--- config.mk ---
export PLATFORM = sky130hd
export DESIGN_NAME = xmtr_flat
export DESIGN_NICKNAME = d
export VERILOG_FILES = /design/src/rtl/xmtr_if.sv /design/src/rtl/xmtr.sv /design/src/flat_wrapper.sv
export SDC_FILE = /design/constraint.sdc
export NUM_CORES = 1
export LEC_CHECK = 0
export CORE_UTILIZATION = 50
export DETAILED_ROUTE_END_ITERATION = 6
export DONT_BUFFER_PORTS = 1
export HOLD_SLACK_MARGIN = 0.06
export PLACE_DENSITY_LB_ADDON = 0.15
export SYNTH_ARGS = -nofsm -noshare
export SYNTH_HDL_FRONTEND = slang
export SYNTH_SLANG_ARGS = --single-unit
--- constraint.sdc ---
create_clock -name clock -period 2.35 [get_ports clock]
set_clock_uncertainty 0.15 [all_clocks]
set_input_delay 0.1175 -clock clock [delete_from_list [all_inputs] [get_ports clock]]
set_output_delay 0.1175 -clock clock [all_outputs]
set_load 0.01 [all_outputs]
--- src/rtl/xmtr_if.sv ---
// Host-side bundle for the serial frame transmitter.
//   data_in  : byte to send, sampled while writing is high
//   writing  : write strobe, one byte per cycle high
//   empty    : holding register free (registered)
//   overrun  : sticky, a write hit a full holding register (registered)
//   data_out : serial line, idles low (registered)
// master = host / line side, slave = the transmitter.
interface xmtr_if;
  logic [7:0] data_in;
  logic       writing;
  logic       empty;
  logic       overrun;
  logic       data_out;

  modport master (output data_in, writing, input empty, overrun, data_out);
  modport slave  (input data_in, writing, output empty, overrun, data_out);
endinterface

--- src/rtl/xmtr.sv ---
// Serial frame transmitter. Each byte written into the one-deep holding
// register goes out as a 16-bit frame: header 8'hA5 MSB first, then the byte
// MSB first. A byte queued before the current frame ends follows with no gap.
// Ports:
//   clock : rising-edge clock
//   reset : synchronous, active-high
//   bus   : xmtr_if.slave (data_in, writing, empty, overrun, data_out)
module xmtr (
  input  logic   clock,
  input  logic   reset,
  xmtr_if.slave  bus
);
  localparam logic [7:0] MATCH = 8'hA5;

  typedef enum logic [1:0] {IDLE, HEAD, BODY} state_t;

  state_t     state_q, state_d;
  logic [7:0] hold_q, hold_d;
  logic       full_q, full_d;
  logic       ovr_q, ovr_d;
  logic [7:0] tx_q, tx_d;
  logic [2:0] idx_q, idx_d;
  logic       dout_q, dout_d;
  logic       xfer;    // holding register moves into tx this edge
  logic       accept;

  // State and datapath registers
  always_ff @(posedge clock) begin
    if (reset) begin
      state_q <= IDLE;
      full_q  <= 1'b0;
      ovr_q   <= 1'b0;
      dout_q  <= 1'b0;
      hold_q  <= '0;
      tx_q    <= '0;
      idx_q   <= '0;
    end else begin
      state_q <= state_d;
      full_q  <= full_d;
      ovr_q   <= ovr_d;
      dout_q  <= dout_d;
      hold_q  <= hold_d;
      tx_q    <= tx_d;
      idx_q   <= idx_d;
    end
  end

  // Next state. idx wrapping to 7 marks the end of the header / body.
  always_comb begin
    state_d = state_q;
    case (state_q)
      IDLE:    if (full_q) state_d = HEAD;
      HEAD:    if (idx_q == 3'd7) state_d = BODY;
      BODY:    if (idx_q == 3'd7) state_d = full_q ? HEAD : IDLE;
      default: state_d = IDLE;
    endcase
  end

  // Line, shifter and holding-register updates
  always_comb begin
    tx_d   = tx_q;
    idx_d  = idx_q;
    dout_d = dout_q;
    xfer   = 1'b0;
    case (state_q)
      IDLE: begin
        dout_d = 1'b0;
        xfer   = full_q;
      end
      HEAD: begin
        if (idx_q == 3'd7) begin
          // header done: first body bit, idx reloads to count the other 7
          dout_d = tx_q[7];
          tx_d   = {tx_q[6:0], 1'b0};
          idx_d  = 3'd6;
        end else begin
          dout_d = MATCH[idx_q];
          idx_d  = idx_q - 3'd1;
        end
      end
      BODY: begin
        if (idx_q == 3'd7) begin
          dout_d = 1'b0;
          xfer   = full_q;
        end else begin
          dout_d = tx_q[7];
          tx_d   = {tx_q[6:0], 1'b0};
          idx_d  = idx_q - 3'd1;
        end
      end
      default: dout_d = 1'b0;
    endcase
    if (xfer) begin
      tx_d   = hold_q;
      dout_d = MATCH[7];
      idx_d  = 3'd6;
    end

    // Acceptance looks only at the registered flag, so a write on the
    // transfer edge is still rejected.
    accept = bus.writing & ~full_q;
    hold_d = accept ? bus.data_in : hold_q;
    full_d = accept ? 1'b1 : (xfer ? 1'b0 : full_q);
    ovr_d  = accept ? 1'b0 : (bus.writing ? 1'b1 : ovr_q);
  end

  // Outputs straight from flops
  always_comb begin
    bus.empty    = ~full_q;
    bus.overrun  = ovr_q;
    bus.data_out = dout_q;
  end
endmodule

--- src/flat_wrapper.sv ---
// flat-port wrapper written by rule: the top's interface ports become plain ports
module xmtr_flat 
  (clock, reset, bus_data_in, bus_writing, bus_empty, bus_overrun, bus_data_out);
  xmtr_if bus_i ();
  input  logic clock;
  input  logic reset;
  input wire logic [$bits(bus_i.data_in)-1:0] bus_data_in;
  input wire logic [$bits(bus_i.writing)-1:0] bus_writing;
  output wire logic [$bits(bus_i.empty)-1:0] bus_empty;
  output wire logic [$bits(bus_i.overrun)-1:0] bus_overrun;
  output wire logic [$bits(bus_i.data_out)-1:0] bus_data_out;
  assign bus_i.data_in = bus_data_in;
  assign bus_i.writing = bus_writing;
  assign bus_empty = bus_i.empty;
  assign bus_overrun = bus_i.overrun;
  assign bus_data_out = bus_i.data_out;
  xmtr u_core (.clock(clock), .reset(reset), .bus(bus_i));
endmodule
# After elaboration in Yosys (flattened, before gate mapping)
# Memories as Yosys holds them, arrays and structs flattened.
# Cells that the tools add are included.
dict set report word_totals {
  mem_count 1
  output_inout_bits 3
  mem_bits_rw 0
  romBits 8
  ff_bits 24
  elab_cells 54
  latch_bits 0
}
dict set report op_classes {
  n_mul 0
  bitwise_logic 2
  n_addsub 1
  mux 22
  n_eq_ne 9
  shifts 0
  n_reduce_logical 10
  order_cmp 1
  div_mod_pow 0
}
# memory depth word_bits read_ports rd_clocked_by_memory_dff wr line
set memory_table {}
lappend memory_table {{(name not given)} 8 1 1 0 0 xmtr.sv:77} ;# dout_d = MATCH[idx_q];
# cell n
set ops {}
lappend ops {{$mux W8} 3}
lappend ops {{$pmux W8 S2} 1}
lappend ops {{$mux W3} 3}
lappend ops {{$mux W1} 8}
lappend ops {{$mux W2} 3}
lappend ops {{$ne A2 B1 Y1 const B} 3}
lappend ops {{$pmux W2 S3} 1}
lappend ops {{$pmux W3 S2} 1}
lappend ops {{$reduce_and A3 Y1} 2}
lappend ops {{$lt A3 B4 Y1 const B} 1}
lappend ops {{$pmux W1 S2} 2}
lappend ops {{$reduce_and A2 Y1} 2}
lappend ops {{$reduce_bool A2 Y1} 2}
lappend ops {{$reduce_or A2 Y1} 2}
lappend ops {{$eq A3 B3 Y1 const B} 1}
lappend ops {{$ne A3 B1 Y1 const B} 1}
lappend ops {{$ne A3 B2 Y1 const B} 1}
lappend ops {{$reduce_bool A3 Y1} 1}
lappend ops {{$sub A3 B1 Y3 const B} 1}
lappend ops {{$eq A2 B1 Y1 const B} 1}
lappend ops {{$eq A2 B2 Y1 const B} 1}
lappend ops {{$logic_not A2 Y1} 1}
lappend ops {{$ne A2 B2 Y1 const B} 1}
lappend ops {{$and A1 B1 Y1} 1}
lappend ops {{$not A1 Y1} 1}

# Longest topological paths before layout
dict set report logic_depth {
  depth_word 5
  depth_mapped 7
  mapped_depth_nobuf 6
}

# Worst setup path before layout
# OpenSTA, ideal clock, no wires.
dict set report synth_timing {
  path_kind {flip-flop to flip-flop}
  startpoint {reg u_core.state_q[0]}
  endpoint {reg u_core.tx_q[0]}
  slack_ns 0.736
  stages_incl_launch_ff 8
  arrival_time_ns 1.393
  setup_time_ns 0.070
  synth_period_minus_slack_ns 1.614
  required_ns 2.130
  path_cell_list {dfxtp_1 -> inv_1 -> ha_1 -> and3_4 -> o21ai_4 -> buf_6 -> nand3_1 -> a21oi_1}
}
dict set report synth_via {
  elab_chain_len 4
  elab_cells_between_ends 10
  cone_classes {4 x eq/ne; 3 x mux; 3 x reduce/logical}
}
# item line
set synth_rtl {}
lappend synth_rtl {{from (decl)} xmtr.sv:17} ;# state_t state_q, state_d;
lappend synth_rtl {{from (signal assigned)} xmtr.sv:38} ;# state_q <= state_d;
lappend synth_rtl {{$eq A2 B2 Y1 or $logic_not A2 Y1 (tied branches)} xmtr.sv:65} ;# case (state_q)
lappend synth_rtl {{$pmux W1 S2} xmtr.sv:65}
lappend synth_rtl {{$ne A3 B1 Y1 (no source line), or another cell as far along} -}
lappend synth_rtl {{$reduce_and A3 Y1 (no source line)} -}
lappend synth_rtl {{to (signal assigned)} xmtr.sv:43} ;# tx_q <= tx_d;
lappend synth_rtl {{to (decl)} xmtr.sv:21} ;# logic [7:0] tx_q, tx_d;
# Several ways; a longest one is shown, not always the timed one.
# A chain may end at the register's enable or synchronous reset.

# Worst setup path after layout
dict set report layout_timing {
  startpoint {reg u_core.state_q[0]}
  endpoint {reg u_core.tx_q[6]}
}
# Same word-level chain as after synthesis.

==> key figures <==
Place
  – Pre-CTS setup slack: about 0.52 ns
  – Gpl congestion: 0.796
  – I/O Buffers: 0
  – Post-place instance area: 1150 µm²
  – Post-DP HPWL: 1380 µm

Timing
  – Achievable Freq: roughly 0.54 GHz
  – Worst-Margin Slew: about 0.85 ns
  – RSZ-0062 raised after global routing: no
  – TNS Setup: 0 ns
  – Hold Slack: 0.127 ns
  – Final Max Tran Viols: 0
  – Final setup fails: 0
  – Setup ws final: a little under 0.5 ns
  – Final worst-path cycle share: roughly four fifths
  – Rel. slew slack: 42.9%
  – Final hold violation count: 0
  – Fin crit period: approximately 1.9 ns

Synthesis
  – Top cells by area, synth: dfxtp_1 (42%), mux2i_1 (17%), nor2_1 (6.9%)
  – Synth warnings: 0
  – Average size of a mapped cell: 9.70 µm²
  – Yosys reg bits: 24
  – Cell accounting for the most synthesized area: dfxtp_1
  – Sequential area share after synthesis: 42.0%
  – Unique masters post-synth: 28
  – Syn_nets: 135
  – Post-Syn Area: 1140 µm²
  – Post-Syn Instances: approximately 120
  – Share of the synthesized area in the top cell type: 42.0%

Power
  – Cell-internal power: roughly 0.95 mW
  – Power density over the cells: between 1000 and 1500 nW/µm²
  – Seq pwr share: 40.1%
  – Power dissipated by switching net loads: about 0.52 mW
  – Logic pwr share: between 30 and 40%
  – Clk pwr share: 20.7%
  – Pleak: 0.560 nW
  – Switching Share: around 35%
  – Worst VDD drop: 659 µV

Floorplanning
  – Row count: 16
  – I/O Pins: 14
  – Core area: 2060 µm²
  – Die ar.: 2490 µm²
  – Initial core utilization: 55.5%
  – Die width: 49.9 µm
  – Die H: 49.9 µm

Worst setup path
  – Crit path max-delay cell type: dfxtp_1
  – CP cell instances: inv_1 > ha_1 > and3_4 > o21ai_4 > nor2_1 > a211oi_1
  – Startpoint types: flop
  – Critical Path AT: approximately 2.0 ns
  – Data required, critical path: 2.44 ns
  – CP Class: flop to flop
  – Worst path max stage delay: 0.41 ns
  – Worst path buffer plus inverter count: 1
  – Critical Path Sink Type: flop
  – Cell family with most CP delay: compound AO/OA/AOI/OAI gates
  – CP max FO: 17

CTS
  – Hold_buf cts: 10
  – Post-CTS sizing: 0
  – CTS Sinks: 24
  – CTS tree: done
  – Clk_lat worst skew: 0.32 ns
  – Max clock buf depth: 2
  – H-Tree Level Count: 1
  – Cts bufs inserted: 3
  – Postcts setup bufs: 0
  – Root Driver: clkbuf_4
  – Worst-path clk slew: 0.14 ns

Run status
  – Status: finished clean

Route
  – WL final: 2130 µm
  – Detailed router's first-iteration violation count: 14
  – Via density per instance: 5.34
  – Vias: roughly 830
  – DRC: 0
  – Antenna Nets Post-Route: 0
  – Drt first pass iters: 4
  – Routed len/inst: ~14 µm

Global routing
  – Gr ovfl total: 0
  – Number of global-route vias before repair: 800
  – Pin count of the biggest net entering global routing: 25
  – Gr usage total: a little under a fifth
  – First-pass GRT wire length: 3560 µm
  – Initial antenna violation count: 0

Cells and area
  – Diode count: 0
  – Post-route cell area: around 1300 µm²
  – P&R area growth vs syn: 14.2%
  – Commonest non-fill, non-tap cell in the layout: dfxtp_1
  – Most frequent cells in the layout: dfxtp_1 (24), nor2_1 (21), mux2i_1 (20)
  – Share of cells above drive strength 1: 8.59%
  – Fillers: roughly 170
  – Fin nets: 146

Job
  – MaxCap Viol Count: 0

Min path
  – Hold Path Class: input port to flop
## cells in the mapped netlist, drive strengths merged
cell     number
or2           1
o211ai        1
nand2b        1
buf           3
and3          1
a21oi         7
o221ai        1
a2bb2oi       1
inv           6
clkbuf        2
nor2b         1
a211oi        8
nor3          3
nand2         3
nor2         21
dfxtp        24
mux2i        20
a31o          1
o21ai         2
o21a          1
nand3         3
ha            6
a21bo         1
## final cells by class
| type | instances | area, µm² | share of cell area (%) |
|---|---|---|---|
| repair buffers | 11 | 108 | 8.23 |
| flip-flops and latches | 24 | 480 | 36.7 |
| clock buffers | 3 | 22.5 | 1.72 |
| multi-input cells | 83 | 611 | 46.7 |
| well taps | 27 | 33.8 | 2.58 |
| inverters | 6 | 22.5 | 1.72 |
| clock inverters | 1 | 30.0 | 2.30 |
## registers in the layout (all words and copies together) (netlist names)
| name | flops |
|---|---|
| u_core.full_q | 1 |
| u_core.bus.data_out | 1 |
| u_core.hold_q | 8 |
| u_core.state_q | 2 |
| u_core.bus.overrun | 1 |
| u_core.idx_q | 3 |
| u_core.tx_q | 8 |
## kinds of logic (layout without fill, tap and decap cells)
logic type,after synthesis,in the layout,synth area share [%]
AO/OA/AOI/OAI,23,23,14.6
flip-flops,24,24,42.0
adder cells (fa/ha/maj),6,6,6.56
multiplexers,20,20,17.5
buffers and inverters,11,21,4.70
AND/OR/NAND/NOR,34,34,14.6
## power groups by stage
stage               Sequential [mW]  Combinational [mW]  Clock [mW]
floorplan                     0.559               0.513           0
CTS                           0.584               0.576       0.305
global placement              0.590               0.539           0
detailed placement            0.592               0.551           0
global route                  0.599               0.640       0.327
finish                        0.587               0.574       0.303
## worst min-delay path: stages
cell and delay, ns:
nor2b_1 0.10, buf_4 0.19, mux2i_1 0.09, nor2_1 0.07
## path summary, 6_finish.rpt
| path | depth (start not counted) | slack (ns) | start | end |
|---|---|---|---|---|
| setup / recovery | 6 | 0.49 | u_core.state_q[0] | u_core.tx_q[6] |
| hold / removal | 4 | 0.13 | bus_writing | u_core.hold_q[3] |
| setup reg to reg | 6 | 0.49 | u_core.state_q[0] | u_core.tx_q[6] |
| hold reg to reg | 2 | 0.32 | u_core.hold_q[0] | u_core.tx_q[0] |
## through the flow
stage / util, % / total power [mW] / cells
floorplan: - / 1.07 / 118
global placement: 56.0 / 1.13 / 141
detailed placement: 56.0 / 1.14 / 141
CTS: 63.4 / 1.47 / 155
global route: 63.4 / 1.57 / 155
finish: 63.4 / 1.46 / 155
## routing by layer
| layer | up-vias | global-route usage (%) | part of all wire, % |
|---|---|---|---|
| met5 | - | 0 | 0 |
| met4 | 0 | 7.14 | 0.98 |
| met3 | 3 | 3.70 | 2.4 |
| met2 | 15 | 29.7 | 45 |
| met1 | 378 | 25.8 | 51 |
| li1 | 432 | - | - |
Note: power is estimated with default switching activity, not from simulation.
